<file path="src/rtl/move_table_display.sv">
// rtl/move_table_display.sv - walks a move table and hands each entry to a display stage
`ifndef BOARD_WIDTH
`define BOARD_WIDTH 64
`endif

module move_table_display #(
  parameter int EVAL_WIDTH      = 0,
  parameter int HALF_MOVE_WIDTH = 0,
  parameter int UCI_WIDTH       = 0,
  parameter int MAX_MOVES       = 64,
  localparam int AW    = $clog2(MAX_MOVES),
  localparam int CW    = $clog2(MAX_MOVES + 1),
  localparam int BW    = `BOARD_WIDTH,
  // a zero field width is carried as one bit so every slice stays legal
  localparam int EW    = (EVAL_WIDTH > 0) ? EVAL_WIDTH : 1,
  localparam int HW    = (HALF_MOVE_WIDTH > 0) ? HALF_MOVE_WIDTH : 1,
  localparam int UW    = (UCI_WIDTH > 0) ? UCI_WIDTH : 1,
  localparam int ENT_W = BW + 14 + EW + HW + UW
) (
  input  logic                 clk,
  input  logic                 reset,
  input  logic                 start,
  input  logic [CW-1:0]        move_count,
  input  logic                 pv_only,
  input  logic                 abort,
  output logic                 rd_en,
  output logic [AW-1:0]        rd_addr,
  input  logic [ENT_W-1:0]     rd_entry,
  output logic [BW-1:0]        board,
  output logic [3:0]           castle_mask,
  output logic [3:0]           en_passant_col,
  output logic                 capture,
  output logic                 pv,
  output logic                 white_in_check,
  output logic                 black_in_check,
  output logic signed [EW-1:0] eval,
  output logic                 thrice_rep,
  output logic [HW-1:0]        half_move,
  output logic [UW-1:0]        uci,
  output logic                 display,
  input  logic                 display_done,
  output logic                 busy,
  output logic                 done,
  output logic [CW-1:0]        shown_count
);

  localparam int P_HM  = UW;
  localparam int P_TR  = UW + HW;
  localparam int P_EV  = P_TR + 1;
  localparam int P_BIC = P_EV + EW;
  localparam int P_WIC = P_BIC + 1;
  localparam int P_PV  = P_BIC + 2;
  localparam int P_CAP = P_BIC + 3;
  localparam int P_EP  = P_BIC + 4;
  localparam int P_CM  = P_BIC + 8;
  localparam int P_BD  = P_BIC + 12;

  typedef enum logic [2:0] {
    IDLE, FETCH, WAIT_RD, CAPTURE, SHOW, WAIT_DONE, NEXT, FINISH
  } state_t;

  state_t           state_q, state_d;
  logic [CW-1:0]    count_q, count_d;
  logic [CW-1:0]    shown_q, shown_d;
  logic [AW-1:0]    index_q, index_d;
  logic             pv_only_q, pv_only_d;
  logic             abort_pend_q, abort_pend_d;
  logic [ENT_W-2:0] entry_q;
  logic [CW-1:0]    limit;
  logic [CW-1:0]    index_nx;
  logic             unused_spare;

  // the entry carries one more bit than its fields; the top bit is not used
  assign unused_spare = rd_entry[ENT_W-1];

  assign limit    = (move_count > CW'(MAX_MOVES)) ? CW'(MAX_MOVES) : move_count;
  assign index_nx = CW'(index_q) + CW'(1);

  always_comb begin
    state_d      = state_q;
    count_d      = count_q;
    shown_d      = shown_q;
    index_d      = index_q;
    pv_only_d    = pv_only_q;
    abort_pend_d = abort_pend_q;
    case (state_q)
      IDLE: begin
        if (start) begin
          count_d      = limit;
          pv_only_d    = pv_only;
          index_d      = '0;
          shown_d      = '0;
          abort_pend_d = 1'b0;
          state_d      = (limit == '0) ? FINISH : FETCH;
        end
      end
      FETCH:   state_d = abort ? FINISH : WAIT_RD;
      WAIT_RD: state_d = abort ? FINISH : CAPTURE;
      CAPTURE: begin
        if (abort)                            state_d = FINISH;
        else if (pv_only_q && !entry_q[P_PV]) state_d = NEXT;
        else                                  state_d = SHOW;
      end
      SHOW:    state_d = abort ? FINISH : WAIT_DONE;
      WAIT_DONE: begin
        // an abort here only takes effect once the display handshake closes
        if (abort) abort_pend_d = 1'b1;
        if (display_done) begin
          shown_d = shown_q + CW'(1);
          state_d = (abort_pend_q || abort) ? FINISH : NEXT;
        end
      end
      NEXT: begin
        index_d = AW'(index_nx);
        state_d = (abort || index_nx == count_q) ? FINISH : FETCH;
      end
      FINISH: begin
        abort_pend_d = 1'b0;
        state_d      = IDLE;
      end
      default: state_d = IDLE;
    endcase
  end

  always_ff @(posedge clk) begin
    if (!reset) begin
      state_q      <= IDLE;
      count_q      <= '0;
      shown_q      <= '0;
      index_q      <= '0;
      pv_only_q    <= 1'b0;
      abort_pend_q <= 1'b0;
      entry_q      <= '0;
    end else begin
      state_q      <= state_d;
      count_q      <= count_d;
      shown_q      <= shown_d;
      index_q      <= index_d;
      pv_only_q    <= pv_only_d;
      abort_pend_q <= abort_pend_d;
      if (state_d == CAPTURE) entry_q <= rd_entry[ENT_W-2:0];
    end
  end

  assign rd_en       = (state_q == FETCH);
  assign rd_addr     = index_q;
  assign display     = (state_q == SHOW) && !abort;
  assign busy        = (state_q != IDLE);
  assign done        = (state_q == FINISH);
  assign shown_count = shown_q;

  assign board          = entry_q[P_BD +: BW];
  assign castle_mask    = entry_q[P_CM +: 4];
  assign en_passant_col = entry_q[P_EP +: 4];
  assign capture        = entry_q[P_CAP];
  assign pv             = entry_q[P_PV];
  assign white_in_check = entry_q[P_WIC];
  assign black_in_check = entry_q[P_BIC];
  assign eval           = entry_q[P_EV +: EW];
  assign thrice_rep     = entry_q[P_TR];
  assign half_move      = entry_q[P_HM +: HW];
  assign uci            = entry_q[0 +: UW];

endmodule
</file>
<file path="config.mk">
export PLATFORM = sky130hd
export DESIGN_NAME = move_table_display
export DESIGN_NICKNAME = d
export VERILOG_FILES = /design/src/rtl/move_table_display.sv
export SDC_FILE = /design/constraint.sdc
export NUM_CORES = 1
export LEC_CHECK = 0
export CAP_MARGIN = 20
export CORE_MARGIN = 2
export CORE_UTILIZATION = 46
export DETAILED_ROUTE_END_ITERATION = 6
export GPL_ROUTABILITY_DRIVEN = 0
export MAX_ROUTING_LAYER = met4
export PLACE_DENSITY = 0.85
export SYNTH_ARGS = -nofsm -noshare
export SYNTH_HDL_FRONTEND = slang
export SYNTH_SLANG_ARGS = --single-unit
export TNS_END_PERCENT = 5
</file>
<file path="constraint.sdc">
create_clock -name clk -period 3.3 [get_ports clk]
set_input_delay 0.66 -clock clk [delete_from_list [all_inputs] [get_ports clk]]
set_output_delay 0.66 -clock clk [all_outputs]
set_load 0.05 [all_outputs]
</file>
# Word level (Yosys, flattened, before mapping)
# Cells that the tools add are included.
[totals] reg_bits=105 in_bits=94 elab_cells=58
[op_classes] n_addsub=2 n_lt_le_gt_ge=1 eq_ne=12 muxes=20 reduce_logical=16
[op_table] cell="$pmux W3 S8" n=1
[op_table] cell="$mux W7" n=3
[op_table] cell="$mux W3" n=6
[op_table] cell="$pmux W7 S2" n=1
[op_table] cell="$eq A3 B3 Y1 const B" n=4
[op_table] cell="$pmux W6 S2" n=1
[op_table] cell="$eq A3 B2 Y1 const B" n=3
[op_table] cell="$add A6 B1 Y7 const B" n=1
[op_table] cell="$add A7 B1 Y7 const B" n=1
[op_table] cell="$eq A7 B7 Y1" n=1
[op_table] cell="$gt A7 B7 Y1 const B" n=1
[op_table] cell="$logic_not A7 Y1" n=1
[op_table] cell="$mux W2" n=3
[op_table] cell="$mux W6" n=1
[op_table] cell="$ne A2 B2 Y1 const B" n=3
[op_table] cell="$reduce_and A3 Y1" n=2
[op_table] cell="$reduce_bool A3 Y1" n=2
[op_table] cell="$reduce_and A2 Y1" n=2
[op_table] cell="$reduce_bool A2 Y1" n=2
[op_table] cell="$eq A3 B1 Y1 const B" n=1
[op_table] cell="$logic_not A3 Y1" n=1
[op_table] cell="$mux W1" n=3
[op_table] cell="$pmux W1 S3" n=1
[op_table] cell="$logic_and A1 B1 Y1" n=2
[op_table] cell="other kinds (2)" n=4

# Longest topological paths before layout
# Gate-level depths: netlist of the first run.
[logic_depth] word_depth=7 mapped_depth=9 depth_no_buf=7

# Least setup slack after synthesis of the first run
# OpenSTA, ideal clock, no wires.
[synth_path] kind="reg2reg" startpoint="reg index_q[0], in the netlist rd_addr[0]" endpoint="reg entry_q[0]" setup_ns=0.072 arrival_ns=2.474 path_slack_ns=0.754 stages_incl_launch_ff=10 n_path_buf=2 cell_sequence="dfxtp_1 ha_1 and3_1 nand4_1 a21o_1 o31a_1 a211oi_2 buf_6 buf_12 mux2i_1"
[synth_between] elab_chain_cells=6
[synth_lines] element="from (decl)" line_no="65" rtl="logic [AW-1:0] index_q, index_d;"
[synth_lines] element="from (signal assigned)" line_no="138" rtl="index_q <= index_d;"
[synth_lines] element="$add A6 B1 Y7" line_no="77" rtl="assign index_nx = CW'(index_q) + CW'(1);"
[synth_lines] element="$eq A7 B7 Y1" line_no="115" rtl="state_d = (abort || index_nx == count_q) ? FINISH : FETCH;"
[synth_lines] element="$logic_or A1 B1 Y1" line_no="115"
[synth_lines] element="$mux W3" line_no="115"
[synth_lines] element="$pmux W3 S8" line_no="86" rtl="case (state_q)"
[synth_lines] element="$eq A3 B2 Y1" line_no="141" rtl="if (state_d == CAPTURE) entry_q <= rd_entry[ENT_W-2:0];"
[synth_lines] element="to (signal assigned)" line_no="141"
[synth_lines] element="to (decl)" line_no="68" rtl="logic [ENT_W-2:0] entry_q;"
# No other way between the ends.
# A chain may end at the register's enable or synchronous reset.

# Worst setup path in the final report of the first run
[layout_path] startpoint="in abort" endpoint="out display"
[layout_between] elab_chain_cells=2
[layout_lines] element="from (decl)" line_no="25" rtl="input logic abort,"
[layout_lines] element="$logic_not A1 Y1" line_no="147" rtl="assign display = (state_q == SHOW) && !abort;"
[layout_lines] element="$logic_and A1 B1 Y1" line_no="147"
[layout_lines] element="to (decl)" line_no="40" rtl="output logic display,"
# No other way between the ends.

==> results of run 1 <==
cell usage in the layout (no fill, tap or decap), drive strengths merged, types with 2 or more instances in the layout:
cell,synthesis,routed
nor3,6,6
a211oi,3,3
nand2,172,172
clkbuf,22,11
and2,4,4
xnor2,4,4
clkinvlp,0,4
clkdlybuf4s50,0,188
nor3b,2,2
a22o,5,5
a31oi,4,4
and3b,2,2
inv,6,6
buf,12,6
nor2,18,18
ha,2,2
and3,4,4
a21oi,12,12
nand4,3,3
dfxtp,105,105
mux2,2,2
mux2i,82,82
o21ai,12,12
xor2,5,5
or3,4,4
nand3,6,6
o211ai,2,2
power by group through the flow:
stage / clock, mW / combinational [mW] / sequential (mW)
5_1_grt: 0.796 / 1.63 / 1.56
2_1_floorplan: 0 / 0.605 / 2.09
3_3_place_gp: 0 / 1.53 / 1.55
3_5_place_dp: 0 / 1.56 / 1.56
4_1_cts: 0.739 / 1.56 / 1.54
6_report: 0.720 / 1.55 / 1.54
area by class of cell:
class,count,area (um^2),share of cell area (%)
Clock buffer,11,141,2.15
Clock inverter,4,30.0,0.457
Inverter,6,22.5,0.343
Multi-Input combinational cell,363,2170,33.0
Sequential cell,105,2100,32.0
Tap cell,133,166,2.53
Timing Repair Buffer,194,1940,29.5
worst min path at each step:
stage | start | endpoint | slack, ns | depth (start not counted)
after floorplan | pv_only_q$_SDFFE_PN0P_ | pv_only_q$_SDFFE_PN0P_ | 0.46 | 2
after global placement | entry_q[62]$_SDFFE_PN0N_ | entry_q[62]$_SDFFE_PN0N_ | 0.44 | 2
after detailed placement | entry_q[59]$_SDFFE_PN0N_ | entry_q[59]$_SDFFE_PN0N_ | 0.45 | 2
final | entry_q[64]$_SDFFE_PN0N_ | entry_q[64]$_SDFFE_PN0N_ | 0.46 | 2
after CTS | entry_q[59]$_SDFFE_PN0N_ | entry_q[59]$_SDFFE_PN0N_ | 0.46 | 2
after global routing | entry_q[22]$_SDFFE_PN0N_ | entry_q[22]$_SDFFE_PN0N_ | 0.47 | 2
critical path, stage by stage:
cell             delay (ns)
clkdlybuf4s50_1        0.48
nor3_1                 0.20
clkdlybuf4s50_1        0.83
state kept, by name, indices dropped and copies added (netlist names):
register and count:
entry_q 80, count_q 7, shown_count 7, rd_addr 6, state_q 3, abort_pend_q 1
pv_only_q 1
metrics by stage:
step,power [mW],instance area [um^2]
detailed placement,3.12,6400
finish,3.81,6570
floorplan,2.70,4560
global placement,3.09,6400
CTS,3.84,6570
global route,3.98,6570
kinds of logic (layout without fill, tap and decap cells):
kind of cell    Yosys count  after routing  share of synthesized area [%]
flops                   105            105                           46.1
mux                      84             84                           18.5
buf+inv                  40            215                           6.58
fa+ha+maj                 2              2                          0.549
simple gates            224            224                           20.2
compound gates           44             44                           6.34
xor+xnor                  9              9                           1.73
metal layers:
metal | global-route usage, % | part of all wire (%) | wire [um] | up-vias
met5 | - | 0 | 0 | -
met4 | 8.78 | 2.5 | 274 | 0
met3 | 5.22 | 6.3 | 705 | 21
met2 | 35.0 | 48 | 5370 | 146
met1 | 24.8 | 43 | 4800 | 1847
li1 | - | - | - | 2026
==> results.sh, run 1 <==
export IMPL_synthCells=508
export IMPL_wl_mm=11.2
export IMPL_r2r_start="rd_addr[0]$_SDFFE_PN0P_"
export IMPL_num_vias=4040
export IMPL_antennaDiodeCount=0
export IMPL_syn_area_per_cell_um2=8.98
export IMPL_p_per_area_nw_per_um2=580
export IMPL_ctsLongestPathBuffers=2
export IMPL_grt_ovfl_total=0
export IMPL_grt_total_usage_pct=21.2
export IMPL_portBuffers=189
export IMPL_period_share_pct=85.8
export IMPL_ys_seq_elements=105
export IMPL_hold_viol=0
export IMPL_clkPwrFrac_pct=18.9
export IMPL_switching_power_mw=1.49
export IMPL_ys_warn_count=0
export IMPL_postCtsSetupBuffers=0
export IMPL_n_fill_cell=774
export IMPL_synth_cell_type_count=40
export IMPL_syn_nets=604
export IMPL_slew_viol_final=0
export IMPL_fin_worst_skew_ns=0.0161
export IMPL_dpl_cell_count=801
export IMPL_numCtsBuffers=9
export IMPL_cts_tree="built"
export IMPL_path_class="in2out"
export IMPL_r2r_slack_ns=0.67
export IMPL_nets=775
export IMPL_drv_cap=0
export IMPL_power_frac_comb_pct=40.7
export IMPL_pre_cts_ws_ns=0.398
export IMPL_ys_seq_area_share_pct=46.1
export IMPL_critPathArrivalTime_ns=2.17
export IMPL_design_core_area_um2=9680
export IMPL_area_growth_pct=44.0
export IMPL_r2r_end="entry_q[67]$_SDFFE_PN0N_"
export IMPL_path_max_fanout=5
export IMPL_ios=191
export IMPL_synth_top_area_share_pct=46.1
export IMPL_tns_ns=0
export IMPL_crit_start="abort"
export IMPL_syn_cell_area_um2=4560
export IMPL_fin_cells=816
export IMPL_grt_first_pass_wirelength_mm=18.5
export IMPL_synth_most_common_cell="nand2_1"
export IMPL_async_reset_ff_share_pct=0
export IMPL_end_kind="primary output"
export IMPL_routedWlPerCell_um=13.7
export IMPL_cp_required_ns=2.64
export IMPL_reg2regPathDepth=8
export IMPL_clk_pin_slew_ns=0.10
export IMPL_cts_max_level=3
export IMPL_synth_commonest_cells="172 x nand2_1, 105 x dfxtp_1, 82 x mux2i_1"
export IMPL_insertion_delay_ns=0.35
export IMPL_setup_violations_final=0
export IMPL_internal_power_mw=2.32
export IMPL_cts_root_buf="clkbuf_8"
export IMPL_min_path_type="reg2reg"
export IMPL_hold_ws_ns=0.460
export IMPL_grt_max_degree=60
export IMPL_grt_pass1_vias=3951
export IMPL_synth_edf_count=0
export IMPL_start_util_pct=47.1
export IMPL_ant_nets=0
export IMPL_cts_resized=0
export IMPL_row_count=36
export IMPL_seqPwrFrac_pct=40.3
export IMPL_worstMarginPinSlew_ns=0.550
export IMPL_outcome="finished, final reports clean"
export IMPL_p_leak_nw=2.49
export IMPL_synth_top_flop_cell="dfxtp_1"
export IMPL_fmax_mhz=353
export IMPL_numClockSinks=105
export IMPL_yosys_area_top_type="dfxtp_1"
export IMPL_synthTopCellsByArea="dfxtp_1 46%, mux2i_1 18%, nand2_1 14%"
export IMPL_die_area_um2=10700
export IMPL_die_h_um=104
export IMPL_viasPerCell=4.95
export IMPL_p_sw_share_pct=39.0
export IMPL_start_kind="input pin"
export IMPL_ir_worst_vdd_v=0.000306
export IMPL_hpwl_mm=8.19
export IMPL_period_minus_slack_ns=2.83
export IMPL_die_x_um=104
export IMPL_slew_headroom_pct=63.1
export IMPL_postCtsHoldBufs=0
export IMPL_final_core_util_pct=67.8
export IMPL_fin_ws_ns=0.468
export IMPL_layout_drive_gt1_share_pct=3.81
export IMPL_antenna_found_initial=0
export IMPL_initialDrtViolationCount=147
export IMPL_firstDrtPassIters=4
export IMPL_drc=0
export IMPL_crit_path_end="display"
export IMPL_rsz0062_at_grt="false"
(Power assumes the default switching activity.)
==> inputs of run 2 (changes only) <==
--- a/config.mk
+++ b/config.mk
@@ -7,11 +7,11 @@
 export LEC_CHECK = 0
 export CAP_MARGIN = 20
 export CORE_MARGIN = 2
-export CORE_UTILIZATION = 46
+export CORE_UTILIZATION = 43
 export DETAILED_ROUTE_END_ITERATION = 6
 export GPL_ROUTABILITY_DRIVEN = 0
 export MAX_ROUTING_LAYER = met4
-export PLACE_DENSITY = 0.85
+export PLACE_DENSITY = 0.81
 export SYNTH_ARGS = -nofsm -noshare
 export SYNTH_HDL_FRONTEND = slang
 export SYNTH_SLANG_ARGS = --single-unit
==> constraint.sdc (replaced) <==
create_clock -name clk -period 2.85 [get_ports clk]
set_input_delay 0.57 -clock clk [delete_from_list [all_inputs] [get_ports clk]]
set_output_delay 0.57 -clock clk [all_outputs]
set_load 0.05 [all_outputs]
==> results.sh, run 2 (same netlist as run 1, synthesis figures left out) <==
export IMPL_outcome="finished, final reports clean"
export IMPL_rsz0062_at_grt="false"
export IMPL_grt_max_degree=164
export IMPL_area_growth_pct=45.7
export IMPL_insertion_delay_ns=0.36
export IMPL_ant_nets=0
export IMPL_dpl_cell_count=803
export IMPL_hpwl_mm=8.13
export IMPL_period_share_pct=91.3
export IMPL_grt_ovfl_total=0
export IMPL_cp_slowest_cell="dfxtp_1"
export IMPL_initialDrtViolationCount=182
export IMPL_nets=774
export IMPL_p_leak_nw=2.53
export IMPL_ios=191
export IMPL_drc=0
export IMPL_final_core_util_pct=64.4
export IMPL_layout_drive_gt1_share_pct=3.95
export IMPL_num_vias=4028
export IMPL_design_core_area_um2=10300
export IMPL_postCtsSetupBuffers=0
export IMPL_antennaDiodeCount=0
export IMPL_final_common_cell="clkdlybuf4s50_1"
export IMPL_dpl_cell_area_um2=6410
export IMPL_grt_total_usage_pct=20.0
export IMPL_fmax_mhz=384
export IMPL_cpPeakStageDelay_ns=0.47
export IMPL_wl_met1_mm=4.82
export IMPL_routedWlPerCell_um=13.6
export IMPL_path_max_fanout=44
export IMPL_start_kind="flip-flop"
export IMPL_routed_top_layer="met4"
export IMPL_drv_cap=0
export IMPL_ctsLongestPathBuffers=2
export IMPL_critPathArrivalTime_ns=2.89
export IMPL_viasPerCell=4.92
export IMPL_hold_ws_ns=0.462
export IMPL_die_h_um=107
export IMPL_fin_worst_skew_ns=0.0110
export IMPL_worstMarginPinSlew_ns=0.690
export IMPL_antenna_found_initial=0
export IMPL_cts_max_level=3
export IMPL_hold_path_depth=2
export IMPL_cts_resized=0
export IMPL_cts_root_buf="clkbuf_8"
export IMPL_grt_first_pass_wirelength_mm=18.2
export IMPL_numClockSinks=105
export IMPL_period_minus_slack_ns=2.60
export IMPL_start_util_pct=44.2
export IMPL_path_class="reg2reg"
export IMPL_wl_mm=11.1
export IMPL_numCtsBuffers=9
export IMPL_grt_pass1_vias=3961
export IMPL_slew_viol_final=0
export IMPL_clk_pin_slew_ns=0.09
export IMPL_setup_violations_final=0
export IMPL_hold_viol=0
export IMPL_final_area_um2=6650
export IMPL_cp_cell_sequence="ha_1, and3_1, nand4_1, a21o_1, o31a_1, a211oi_4, buf_12, mux2i_1"
export IMPL_cp_required_ns=3.13
export IMPL_reg2regPathDepth=8
export IMPL_firstDrtPassIters=4
export IMPL_pre_cts_ws_ns=0.0913
export IMPL_p_total_mw=4.62
export IMPL_largest_register="entry_q"
export IMPL_row_count=37
export IMPL_wl_met2_mm=5.38
export IMPL_min_path_type="reg2reg"
export IMPL_largest_reg_flops=80
export IMPL_p_per_area_nw_per_um2=696
export IMPL_fin_cells=819
export IMPL_slew_headroom_pct=54.0
export IMPL_ir_worst_vdd_v=0.000365
export IMPL_portBuffers=189
export IMPL_die_area_um2=11400
export IMPL_die_x_um=107
export IMPL_cts_tree="built"
export IMPL_fin_ws_ns=0.247
export IMPL_final_cell_mix="187 x clkdlybuf4s50_1, 172 x nand2_1, 105 x dfxtp_1"
export IMPL_route_met3_wl_um=712
export IMPL_tns_ns=0
export IMPL_postCtsHoldBufs=0
export IMPL_end_kind="flip-flop"
run 2: cell type report:
| cell class | count | area [um^2] |
|---|---|---|
| inverters | 6 | 22.5 |
| clock buffers | 12 | 155 |
| flip-flops and latches | 105 | 2100 |
| clock inverters | 4 | 75.1 |
| well taps | 136 | 170 |
| repair buffers | 193 | 1950 |
| multi-input cells | 363 | 2170 |
| fillers | 845 | 3680 |
run 2: final timing paths:
path	start	end	slack [ns]
max reg2reg	rd_addr[0]$_SDFFE_PN0P_	entry_q[75]$_SDFFE_PN0N_	0.25
min reg2reg	entry_q[59]$_SDFFE_PN0N_	entry_q[59]$_SDFFE_PN0N_	0.46
max	rd_addr[0]$_SDFFE_PN0P_	entry_q[75]$_SDFFE_PN0N_	0.25
min	entry_q[59]$_SDFFE_PN0N_	entry_q[59]$_SDFFE_PN0N_	0.46
run 2: metal layers:
metal	global-route usage [%]	up-vias
met4	7.42	0
li1	-	2032
met5	-	-
met2	33.3	133
met1	23.5	1848
met3	5.11	15
run 2: power breakdown:
part / switching [mW] / internal [mW] / total (mW)
registers: 0.115 / 1.66 / 1.78
logic: 1.11 / 0.694 / 1.81
clock network: 0.493 / 0.544 / 1.04
total: 1.72 / 2.90 / 4.62
run 2: worst max-delay path: cells and delay by family (launching register included):
| family | cells | cell delay (ns) |
|---|---|---|
| muxes | 1 | 0.24 |
| AOI/OAI and AO/OA | 3 | 0.81 |
| DFF | 1 | 0.47 |
| adders and majority gates | 1 | 0.31 |
| buffers and inverters | 1 | 0.33 |
| and+or+nand+nor | 2 | 0.35 |
